===== config.mk =====
export PLATFORM = sky130hd
export DESIGN_NAME = intersection_phase_scheduler_flat
export DESIGN_NICKNAME = d
export VERILOG_FILES = /design/src/rtl/intersection_phase_scheduler_pkg.sv /design/src/rtl/intersection_phase_scheduler_if.sv /design/src/rtl/intersection_phase_scheduler_phase_timer.sv /design/src/rtl/intersection_phase_scheduler.sv /design/src/flat_wrapper.sv
export SDC_FILE = /design/constraint.sdc
export NUM_CORES = 1
export LEC_CHECK = 0
export ABC_AREA = 1
export BUFFER_PORTS_ARGS = -buffer_cell sky130_fd_sc_hd__buf_2
export CORE_MARGIN = 2
export CORE_UTILIZATION = 60
export DETAILED_ROUTE_END_ITERATION = 12
export GPL_TIMING_DRIVEN = 1
export MAX_ROUTING_LAYER = met4
export PLACE_DENSITY = 0.81
export SLEW_MARGIN = 10
export SYNTH_ARGS = -nofsm -noshare
export SYNTH_HDL_FRONTEND = slang
export SYNTH_HIERARCHICAL = 1
export SYNTH_SLANG_ARGS = --single-unit

===== constraint.sdc =====
create_clock -name clk -period 3.7 [get_ports clk]
set_input_delay 0.74 -clock clk [delete_from_list [all_inputs] [get_ports clk]]
set_output_delay 0.74 -clock clk [all_outputs]
set_load 0.01 [all_outputs]

===== src/rtl/intersection_phase_scheduler_pkg.sv =====
// Shared lamp encodings, phase indices and FSM state type for the intersection phase scheduler.
package tl_pkg;

    localparam logic [1:0] LIGHT_RED    = 2'b00;
    localparam logic [1:0] LIGHT_YELLOW = 2'b01;
    localparam logic [1:0] LIGHT_GREEN  = 2'b10;

    localparam logic [1:0] PH_MAIN  = 2'd0;
    localparam logic [1:0] PH_SIDE  = 2'd1;
    localparam logic [1:0] PH_WALK  = 2'd2;
    localparam logic [1:0] PH_CLEAR = 2'd3;

    typedef enum logic [1:0] {
        StGreen,
        StWalk,
        StYellow,
        StAllRed
    } state_e;

    function automatic int unsigned max_u(input int unsigned a, input int unsigned b);
        return (a > b) ? a : b;
    endfunction

    // Lamp for vehicle phase `own`, given the state and the phase being served or left.
    function automatic logic [1:0] lamp_for(input state_e st, input logic [1:0] ph,
                                            input logic [1:0] own);
        if (ph != own) return LIGHT_RED;
        if (st == StGreen) return LIGHT_GREEN;
        if (st == StYellow) return LIGHT_YELLOW;
        return LIGHT_RED;
    endfunction

endpackage


===== src/rtl/intersection_phase_scheduler_if.sv =====
// Request inputs and lamp outputs of the scheduler; the optional preempt line exists only
// when EMERGENCY_PREEMPT_EN is defined.
interface intersection_phase_scheduler_if;
    logic       sensor;
    logic       walk_button;
`ifdef EMERGENCY_PREEMPT_EN
    logic       preempt;
`endif
    logic [1:0] main_light;
    logic [1:0] side_light;
    logic       walk_light;
    logic [1:0] active_phase;

`ifdef EMERGENCY_PREEMPT_EN
    modport master (output sensor, walk_button, preempt,
                    input  main_light, side_light, walk_light, active_phase);
    modport slave  (input  sensor, walk_button, preempt,
                    output main_light, side_light, walk_light, active_phase);
`else
    modport master (output sensor, walk_button,
                    input  main_light, side_light, walk_light, active_phase);
    modport slave  (input  sensor, walk_button,
                    output main_light, side_light, walk_light, active_phase);
`endif
endinterface


===== src/rtl/intersection_phase_scheduler_phase_timer.sv =====
// Clearable saturating up-counter measuring cycles spent in the current scheduler state.
module phase_timer #(
    parameter int unsigned WIDTH = 5
) (
    input  logic             clk,
    input  logic             rst,
    input  logic             clr_i,
    output logic [WIDTH-1:0] count_o
);

    logic [WIDTH-1:0] count_q, count_d;

    always_comb begin
        count_d = count_q;
        if (clr_i) begin
            count_d = '0;
        end else if (count_q != '1) begin
            count_d = count_q + WIDTH'(1);
        end
    end

    always_ff @(posedge clk) begin
        if (rst) begin
            count_q <= '0;
        end else begin
            count_q <= count_d;
        end
    end

    assign count_o = count_q;

endmodule


===== src/rtl/intersection_phase_scheduler.sv =====
// Three-phase intersection scheduler (main rest phase, side sensor demand, pedestrian walk)
// with yellow/all-red clearance. Define EMERGENCY_PREEMPT_EN to add the preempt input.
module intersection_phase_scheduler
    import tl_pkg::*;
#(
    parameter int unsigned MIN_GREEN = 6,
    parameter int unsigned MAX_GREEN = 12,
    parameter int unsigned YELLOW_T  = 2,
    parameter int unsigned ALL_RED_T = 1,
    parameter int unsigned WALK_T    = 5
) (
    input logic                          clk,
    input logic                          rst,
    intersection_phase_scheduler_if.slave bus
);

    localparam int unsigned MaxParam =
        max_u(max_u(max_u(MIN_GREEN, MAX_GREEN), max_u(YELLOW_T, ALL_RED_T)), WALK_T);
    localparam int unsigned TW = $clog2(MaxParam) + 1;

    // Timer value during the last cycle of each interval.
    localparam logic [TW-1:0] MinLast  = TW'(MIN_GREEN - 1);
    localparam logic [TW-1:0] MaxLast  = TW'(MAX_GREEN - 1);
    localparam logic [TW-1:0] YelLast  = TW'(YELLOW_T - 1);
    localparam logic [TW-1:0] ArLast   = TW'(ALL_RED_T - 1);
    localparam logic [TW-1:0] WalkLast = TW'(WALK_T - 1);

    state_e       state_q, state_d;
    logic [1:0]   phase_q, phase_d;
    logic [2:0]   pend_q, pend_d;
    logic [1:0]   main_q, side_q, act_q;
    logic         walk_q;
    logic         leave;
    logic [1:0]   nxt;
    logic [TW-1:0] timer;
    logic         pre_now;
    logic         force_main;

    phase_timer #(
        .WIDTH (TW)
    ) u_phase_timer (
        .clk     (clk),
        .rst     (rst),
        .clr_i   (leave),
        .count_o (timer)
    );

`ifdef EMERGENCY_PREEMPT_EN
    logic pre_q;

    assign pre_now    = bus.preempt;
    assign force_main = pre_q | bus.preempt;

    // Remembers a preempt seen anywhere in clearance so the next phase is forced to main.
    always_ff @(posedge clk) begin
        if (rst) begin
            pre_q <= 1'b0;
        end else if (state_d == StYellow || state_d == StAllRed) begin
            pre_q <= pre_q | bus.preempt;
        end else begin
            pre_q <= 1'b0;
        end
    end
`else
    assign pre_now    = 1'b0;
    assign force_main = 1'b0;
`endif

    always_comb begin
        state_d = state_q;
        phase_d = phase_q;
        pend_d  = pend_q;
        leave   = 1'b0;
        nxt     = PH_MAIN;

        if (!(state_q == StGreen && phase_q == PH_SIDE)) pend_d[PH_SIDE] = pend_q[PH_SIDE] | bus.sensor;
        if (state_q != StWalk) pend_d[PH_WALK] = pend_q[PH_WALK] | bus.walk_button;

        unique case (state_q)
            StGreen: begin
                if (phase_q == PH_MAIN) begin
                    leave = (pend_q != '0) && (timer >= MinLast) && !pre_now;
                end else begin
                    leave = ((timer >= MinLast) && !bus.sensor) || (timer >= MaxLast) || pre_now;
                end
            end
            StWalk:   leave = (timer >= WalkLast) || pre_now;
            StYellow: leave = (timer >= YelLast);
            StAllRed: leave = (timer >= ArLast);
            default:  leave = 1'b0;
        endcase

        // Main is the rest phase and always a candidate, so a waiting pedestrian sees at most
        // one side phase first and the side road cannot be served twice in a row.
        unique case (phase_q)
            PH_MAIN: nxt = pend_d[PH_SIDE] ? PH_SIDE : (pend_d[PH_WALK] ? PH_WALK : PH_MAIN);
            PH_SIDE: nxt = pend_d[PH_WALK] ? PH_WALK : PH_MAIN;
            default: nxt = PH_MAIN;
        endcase
        if (force_main) nxt = PH_MAIN;

        if (leave) begin
            unique case (state_q)
                StGreen:          state_d = StYellow;
                StWalk, StYellow: state_d = StAllRed;
                default: begin
                    phase_d      = nxt;
                    state_d      = (nxt == PH_WALK) ? StWalk : StGreen;
                    pend_d[nxt]  = 1'b0;
                end
            endcase
        end
    end

    always_ff @(posedge clk) begin
        if (rst) begin
            state_q <= StGreen;
            phase_q <= PH_MAIN;
            pend_q  <= '0;
            main_q  <= LIGHT_GREEN;
            side_q  <= LIGHT_RED;
            walk_q  <= 1'b0;
            act_q   <= PH_MAIN;
        end else begin
            state_q <= state_d;
            phase_q <= phase_d;
            pend_q  <= pend_d;
            main_q  <= lamp_for(state_d, phase_d, PH_MAIN);
            side_q  <= lamp_for(state_d, phase_d, PH_SIDE);
            walk_q  <= (state_d == StWalk);
            act_q   <= (state_d == StGreen || state_d == StWalk) ? phase_d : PH_CLEAR;
        end
    end

    assign bus.main_light   = main_q;
    assign bus.side_light   = side_q;
    assign bus.walk_light   = walk_q;
    assign bus.active_phase = act_q;

endmodule

===== src/flat_wrapper.sv =====
// flat-port wrapper written by rule: the top's interface ports become plain ports
module intersection_phase_scheduler_flat import tl_pkg::*;
#(
    parameter int unsigned MIN_GREEN = 6,
    parameter int unsigned MAX_GREEN = 12,
    parameter int unsigned YELLOW_T  = 2,
    parameter int unsigned ALL_RED_T = 1,
    parameter int unsigned WALK_T    = 5
)
  (clk, rst, bus_sensor, bus_walk_button, bus_main_light, bus_side_light, bus_walk_light, bus_active_phase);
  intersection_phase_scheduler_if bus_i ();
  input logic clk;
  input logic rst;
  input wire logic [$bits(bus_i.sensor)-1:0] bus_sensor;
  input wire logic [$bits(bus_i.walk_button)-1:0] bus_walk_button;
  output wire logic [$bits(bus_i.main_light)-1:0] bus_main_light;
  output wire logic [$bits(bus_i.side_light)-1:0] bus_side_light;
  output wire logic [$bits(bus_i.walk_light)-1:0] bus_walk_light;
  output wire logic [$bits(bus_i.active_phase)-1:0] bus_active_phase;
  assign bus_i.sensor = bus_sensor;
  assign bus_i.walk_button = bus_walk_button;
  assign bus_main_light = bus_i.main_light;
  assign bus_side_light = bus_i.side_light;
  assign bus_walk_light = bus_i.walk_light;
  assign bus_active_phase = bus_i.active_phase;
  intersection_phase_scheduler #(.MIN_GREEN(MIN_GREEN), .MAX_GREEN(MAX_GREEN), .YELLOW_T(YELLOW_T), .ALL_RED_T(ALL_RED_T), .WALK_T(WALK_T)) u_core (.clk(clk), .rst(rst), .bus(bus_i));
endmodule

==> impl_metrics.tcl, run 1 <==
set metrics [dict create \
    status "complete, no violations" \
    ys_seq_area_frac 0.3739 \
    critPathCaptureType "flop" \
    startpoint_type "flop" \
    cts_setup_buffers 0 \
    yosys_warnings 6 \
    synthSimpleGateAreaFrac 0.3665 \
    p_leak_nw 0.5517 \
    start_util 0.6599 \
    worstMarginPinSlew_ns 0.2728 \
    syn_to_final_growth_pct 9.471 \
    ys_seq_elements 19 \
    post_cts_resized 0 \
    intPower_mw 0.4159 \
    grt_overflow_total 0 \
    fin_crit_sh 0.4950 \
    synth_top_family_by_area "simple AND/OR/NAND/NOR gates" \
    rsz0062_at_grt "no" \
    grt_pass1_vias 847 \
    synth_xor_area_frac 0 \
    hold_depth 2 \
    hold_violations 0 \
    hold_end "u_core/pend_q[0]" \
    clk_path_buf_depth 2 \
    grtUsageTotal 0.2457 \
    die_w_um 45.18 \
    remaining_drc_errors 0 \
    grt_pass1_wl_um 3505 \
    ctsHoldBuffers 0 \
    cts_buffers 3 \
    r2r_cells 11 \
    drive_gt1_frac 0.2171 \
    syn-num-nets 150 \
    cap_violations 0 \
    cts_max_level 1 \
    crit_fanout 4 \
    synth_area_um2 1017 \
    grt_start_max_net_pins 13 \
    die_area_um2 2041 \
    swShare 0.4321 \
    arrival_ns 2.07 \
    die_h_um 45.18 \
    cts.sinks 19 \
    fin_nets 164 \
    min_period_ns 1.832 \
    wire_per_inst_um 12.71 \
    core_um2 1541 \
    place_congestion 0.8592 \
    diodes 0 \
    synth_compound_area_frac 0.1033 \
    seq_power_share 0.384 \
    dpl.hpwl_um 1653 \
    rows 14 \
    clk_pin_slew_ns 0.12 \
    min_from "u_core/pend_q[0]" \
    slew-limit-headroom 0.8171 \
    synthCells 139 \
    vias_per_cell 5.542 \
    syn_area_per_cell_um2 7.318 \
    wirelength_um 2136 \
    layout_commonest_cell "nand2_1" \
    synth-edff-count 0 \
    synthMuxAreaShare 0 \
    drtIter0Drc 20 \
    max_freq_ghz 0.5460 \
    cts_root_buf "clkbuf_4" \
    vias 931 \
    ys.flop_type "dfxtp_1" \
    setup_viol 0 \
    vdd_ir_drop_max_uv 395.7 \
    r2r_slack_ns 1.87 \
    clkPwrFrac 0.148 \
    p_sw_mw 0.3164 \
    hold-worst-slack_ns 0.4583 \
    reg2reg_to "u_core/bus.main_light[0]" \
    synthArstFlopShare 0 \
    slew_violations 0 \
    ios 11 \
    clock_latency_ns 0.30 \
    mostFrequentLayoutCells "nand2_1 (29), nor2_1 (20), dfxtp_1 (19)" \
    ys_types 23 \
    path_class "reg -> reg" \
    synthAdderAreaFrac 0.08610 \
    crit_required_ns 3.94 \
    nFillCells 138 \
    antenna_found_initial 0 \
    drt_first_pass_iters 5 \
    p_comb_frac 0.468 \
    fin_skew_ns 0.008319 \
    io_buffers 10 \
    fin_setup_tns_ns 0 \
    antenna_left 0 \
    hold_class "reg -> reg" \
    cts_tree "yes" \
    power_density_nw_per_um2 657.6 \
    r2r_start "u_core/state_q[0]" \
]
## worst max-delay path by stage
stage                                  from                  endpoint  slack (ns)  depth (start not counted)
after global placement           bus_sensor  u_core/bus.main_light[1]        1.94                          9
after CTS                 u_core/state_q[0]  u_core/bus.main_light[0]        1.88                         11
after detailed placement         bus_sensor  u_core/bus.main_light[1]        1.88                          9
after global routing      u_core/state_q[0]  u_core/bus.main_light[0]        1.68                         11
after floorplan           u_core/state_q[0]  u_core/bus.main_light[0]        2.09                         11
final                     u_core/state_q[0]  u_core/bus.main_light[0]        1.87                         11
## per-stage QoR
| stage | cell area [um^2] | setup WS, ns | total power [mW] | std cells | util |
|---|---|---|---|---|---|
| floorplan | 1017 | 2.088 | 0.5432 | 139 | - |
| global placement | 1084 | 1.936 | 0.6063 | 164 | 0.7029 |
| detailed placement | 1084 | 1.876 | 0.6202 | 164 | 0.7029 |
| CTS | 1114 | 1.882 | 0.7315 | 168 | 0.7224 |
| global route | 1114 | 1.677 | 0.7900 | 168 | 0.7224 |
| finish | 1114 | 1.868 | 0.7323 | 168 | 0.7224 |
## cell usage after synthesis (2+ instances only)
library cell	n	area [um^2]
inv_2	2	7.510
nand2_2	5	31.28
ha_1	7	87.58
inv_1	16	60.06
dfxtp_1	19	380.4
a21oi_2	2	17.52
a21oi_1	6	30.03
nor2_1	20	75.07
nor3_1	3	15.01
nand3_1	7	35.03
nand3_2	3	30.03
nand3b_1	3	22.52
nor2_2	3	18.77
nand2_1	29	108.9
o21ai_0	6	30.03
## logic make-up (layout without fill, tap and decap cells)
kind of cell | after synthesis | after routing
adders and majority gates | 7 | 7
and+or+nand+nor | 78 | 78
AOI/OAI and AO/OA | 16 | 16
DFF | 19 | 19
buffers and inverters | 19 | 32
## registers in the layout, indices dropped and copies added, names as in the netlist
| signal | count |
|---|---|
| u_core/bus.main_light | 2 |
| u_core/pend_q | 3 |
| u_core/state_q | 2 |
| u_core/u_phase_timer/count_o | 5 |
| u_core/bus.walk_light | 1 |
| u_core/bus.side_light | 2 |
| u_core/phase_q | 2 |
| u_core/bus.active_phase | 2 |
## power groups by stage
stage,Combinational (mW),Sequential (mW),Clock [mW]
2_1_floorplan,0.252,0.291,0
3_3_place_gp,0.322,0.284,0
3_5_place_dp,0.334,0.286,0
4_1_cts,0.339,0.281,0.111
5_1_grt,0.385,0.287,0.118
6_report,0.342,0.281,0.109
## critical path: stages (launching register included)
cell	delay [ns]
dfxtp_1	0.40
inv_1	0.10
ha_1	0.22
or2_1	0.23
nand2_1	0.08
nand3_2	0.10
a21boi_2	0.22
nand2_1	0.10
nand2_1	0.07
nor2_1	0.12
nand2_1	0.06
nor2_1	0.08
## routing by layer
metal / part of all wire / track usage / up-vias
met5: 0 / - / -
met1: 0.44 / 0.2985 / 426
met2: 0.48 / 0.4029 / 33
li1: - / - / 464
met3: 0.048 / 0.02400 / 8
met4: 0.029 / 0.1235 / 0
## area by class of cell
class	count	area [um^2]	area share
Clock buffer	3	22.52	0.02022
Clock inverter	1	7.507	0.006742
Inverter	18	67.56	0.06067
Multi-Input combinational cell	101	565.5	0.5079
Sequential cell	19	380.4	0.3416
Tap cell	16	20.02	0.01798
Timing Repair Buffer	10	50.05	0.04494
Power figures use the tool's default switching activity.
==> run 2: changes to the inputs <==
--- a/config.mk
+++ b/config.mk
@@ -8,11 +8,11 @@
 export ABC_AREA = 1
 export BUFFER_PORTS_ARGS = -buffer_cell sky130_fd_sc_hd__buf_2
 export CORE_MARGIN = 2
-export CORE_UTILIZATION = 60
+export CORE_UTILIZATION = 50
 export DETAILED_ROUTE_END_ITERATION = 12
 export GPL_TIMING_DRIVEN = 1
 export MAX_ROUTING_LAYER = met4
-export PLACE_DENSITY = 0.81
+export PLACE_DENSITY = 0.72
 export SLEW_MARGIN = 10
 export SYNTH_ARGS = -nofsm -noshare
 export SYNTH_HDL_FRONTEND = slang
==> constraint.sdc (replaced) <==
create_clock -name clk -period 1.5 [get_ports clk]
set_input_delay 0.3 -clock clk [delete_from_list [all_inputs] [get_ports clk]]
set_output_delay 0.3 -clock clk [all_outputs]
set_load 0.01 [all_outputs]
==> run 2 against run 1 <==
Against the previous run:
- cell count increased by 14%
- cell area increased by 17%
- global-route usage decreased by 2.6 points
- critical path type unchanged
- utilization decreased by 5.2 points
- total power increased to 2.8 times the previous value
- the run now ends with negative setup slack left
- maximum frequency increased by 10%
- non-clock buffer count increased by 13
- worst hold slack got worse by 0.11 ns
- clock skew decreased by 0.0022 ns
- first-iteration DRC count increased by 110%
- clock power increased by 140%
==> impl_metrics.tcl, run 2 (synthesis gave the netlist of run 1 again) <==
set metrics [dict create \
    die_area_um2 2411 \
    fin_skew_ns 0.006112 \
    r2r_slack_ns -0.16 \
    status "complete, but fails checks" \
    clock_latency_ns 0.29 \
    wire_per_inst_um 12.93 \
    hold_depth 2 \
    hold_class "in -> reg" \
    grt_overflow_total 0 \
    cts.sinks 19 \
    vdd_ir_drop_max_uv 1064 \
    cts_max_level 1 \
    r2r_cells 11 \
    clkPwrFrac 0.127 \
    drive_gt1_frac 0.3939 \
    seqCellArea_um2 389.1 \
    hold-worst-slack_ns 0.3450 \
    violations "negative setup slack" \
    grt_pass1_vias 916 \
    grt_pass1_wl_um 3891 \
    hold_violations 0 \
    fin_nets 177 \
    hold_end "u_core/bus.active_phase[0]" \
    drt_first_pass_iters 4 \
    critPathCaptureType "flop" \
    dp_slack_ns -0.2189 \
    die_h_um 49.11 \
    vias 1016 \
    p_sw_mw 0.8622 \
    seq_power_share 0.351 \
    multiInputGateArea_um2 628.1 \
    vias_per_cell 5.292 \
    fin_crit_sh 1.106 \
    min_period_ns 1.659 \
    min_from "rst" \
    cts_tree "yes" \
    path_class "reg -> reg" \
    drtIter0Drc 41 \
    mostFrequentLayoutCells "nand2_1 (22), nor2_1 (19), dfxtp_1 (16)" \
    r2r_start "u_core/state_q[1]" \
    p_leak_nw 0.6297 \
    ios 11 \
    wirelength_um 2482 \
    antenna_found_initial 0 \
    place_congestion 0.7966 \
    cap_violations 0 \
    setup_viol 17 \
    fin_setup_tns_ns -1.349 \
    cts_buffers 3 \
    diodes 0 \
    cts_root_buf "clkbuf_4" \
    grtUsageTotal 0.2193 \
    p_comb_frac 0.521 \
    core_um2 1942 \
    reg2reg_to "u_core/bus.main_light[0]" \
    arrival_ns 1.89 \
    dpl.hpwl_um 1662 \
    remaining_drc_errors 0 \
    dpl_cell_area_um2 1200 \
    slew-limit-headroom 0.8243 \
    intPower_mw 1.165 \
    power_density_nw_per_um2 1558 \
    worstMarginPinSlew_ns 0.2636 \
    crit_fanout 4 \
    startpoint_type "flop" \
    clk_pin_slew_ns 0.11 \
    grt_start_max_net_pins 11 \
    postLayoutCellArea_um2 1301 \
    fin_ws_ns -0.1587 \
    start_util 0.5238 \
    antenna_left 0 \
    nFillCells 167 \
    rsz0062_at_grt "yes" \
    rows 16 \
    ctsHoldBuffers 0 \
    clk_path_buf_depth 2 \
    die_w_um 49.11 \
    swShare 0.4253 \
    crit_required_ns 1.73 \
    slew_violations 0 \
    layout_commonest_cell "nand2_1" \
    largest_reg_flops 5 \
    syn_to_final_growth_pct 27.92 \
    fin_total_pwr_mw 2.027 \
    io_buffers 10 \
    max_freq_ghz 0.6029 \
]
run 2: changes by cell type in the layout (fill, tap and decap cells not counted), moves of 2 or more:
cell     delta
buf_4      +12
nand2_1     -7
nand2_2     +6
ha_1        -4
inv_1       -4
dfxtp_1     -3
ha_2        +3
o21ai_0     -3
o21ai_1     +3
dfxtp_4     +2
inv_2       +2
inv_4       +2
run 2: metal layers:
layer	vias to the layer above	wire, um	track usage
met5	-	0	-
met4	0	106	0.1143
met3	12	128	0.04294
met2	37	1251	0.3874
met1	471	996	0.2287
li1	496	-	-
run 2: worst max path at each step:
stage | start | to | slack, ns | depth (start not counted)
finish | u_core/state_q[1] | u_core/bus.main_light[0] | -0.16 | 11
global route | u_core/state_q[1] | u_core/bus.side_light[1] | -0.25 | 11
CTS | u_core/state_q[1] | u_core/bus.main_light[0] | -0.17 | 11
detailed placement | u_core/state_q[1] | u_core/bus.main_light[0] | -0.22 | 11
global placement | u_core/state_q[1] | u_core/bus.main_light[0] | -0.16 | 11
floorplan | u_core/state_q[1] | u_core/bus.main_light[0] | -0.02 | 11
run 2: power groups by stage:
stage / Sequential (mW) / Combinational, mW / Clock [mW]
after floorplan: 0.727 / 0.649 / 0
after global placement: 0.704 / 0.911 / 0
after detailed placement: 0.706 / 0.932 / 0
after CTS: 0.708 / 1.00 / 0.265
after global routing: 0.727 / 1.17 / 0.283
final: 0.713 / 1.06 / 0.258
run 2: critical path, stage by stage, from the launching register on:
cell	delay (ns)
dfxtp_4	0.39
inv_2	0.05
ha_2	0.17
or2_1	0.21
nand2_1	0.07
nand3_2	0.10
a21boi_4	0.19
nand2_2	0.10
nand2_4	0.07
nor2_4	0.10
nand2_1	0.06
nor2_1	0.09
run 2: stage by stage:
stage | cells | util
3_5_place_dp | 187 | 0.6179
4_1_cts | 192 | 0.6527
5_1_grt | 192 | 0.6701
6_report | 192 | 0.6701
2_1_floorplan | 139 | -
3_3_place_gp | 187 | 0.6179
run 2: layout make-up:
cell class                 instances  area share
sequential                        19      0.2990
multi-input combinational        101      0.4827
clock buffer                       4     0.02019
tap                               27     0.02596
inverter                          18     0.05577
timing repair buffer              23      0.1163
run 2: repair_timing:
action                     4_1_cts  5_1_grt
setup endpoints to repair       18       19
pin swaps                        1        7
setup buffers                    1        0
gates resized for setup         15       11
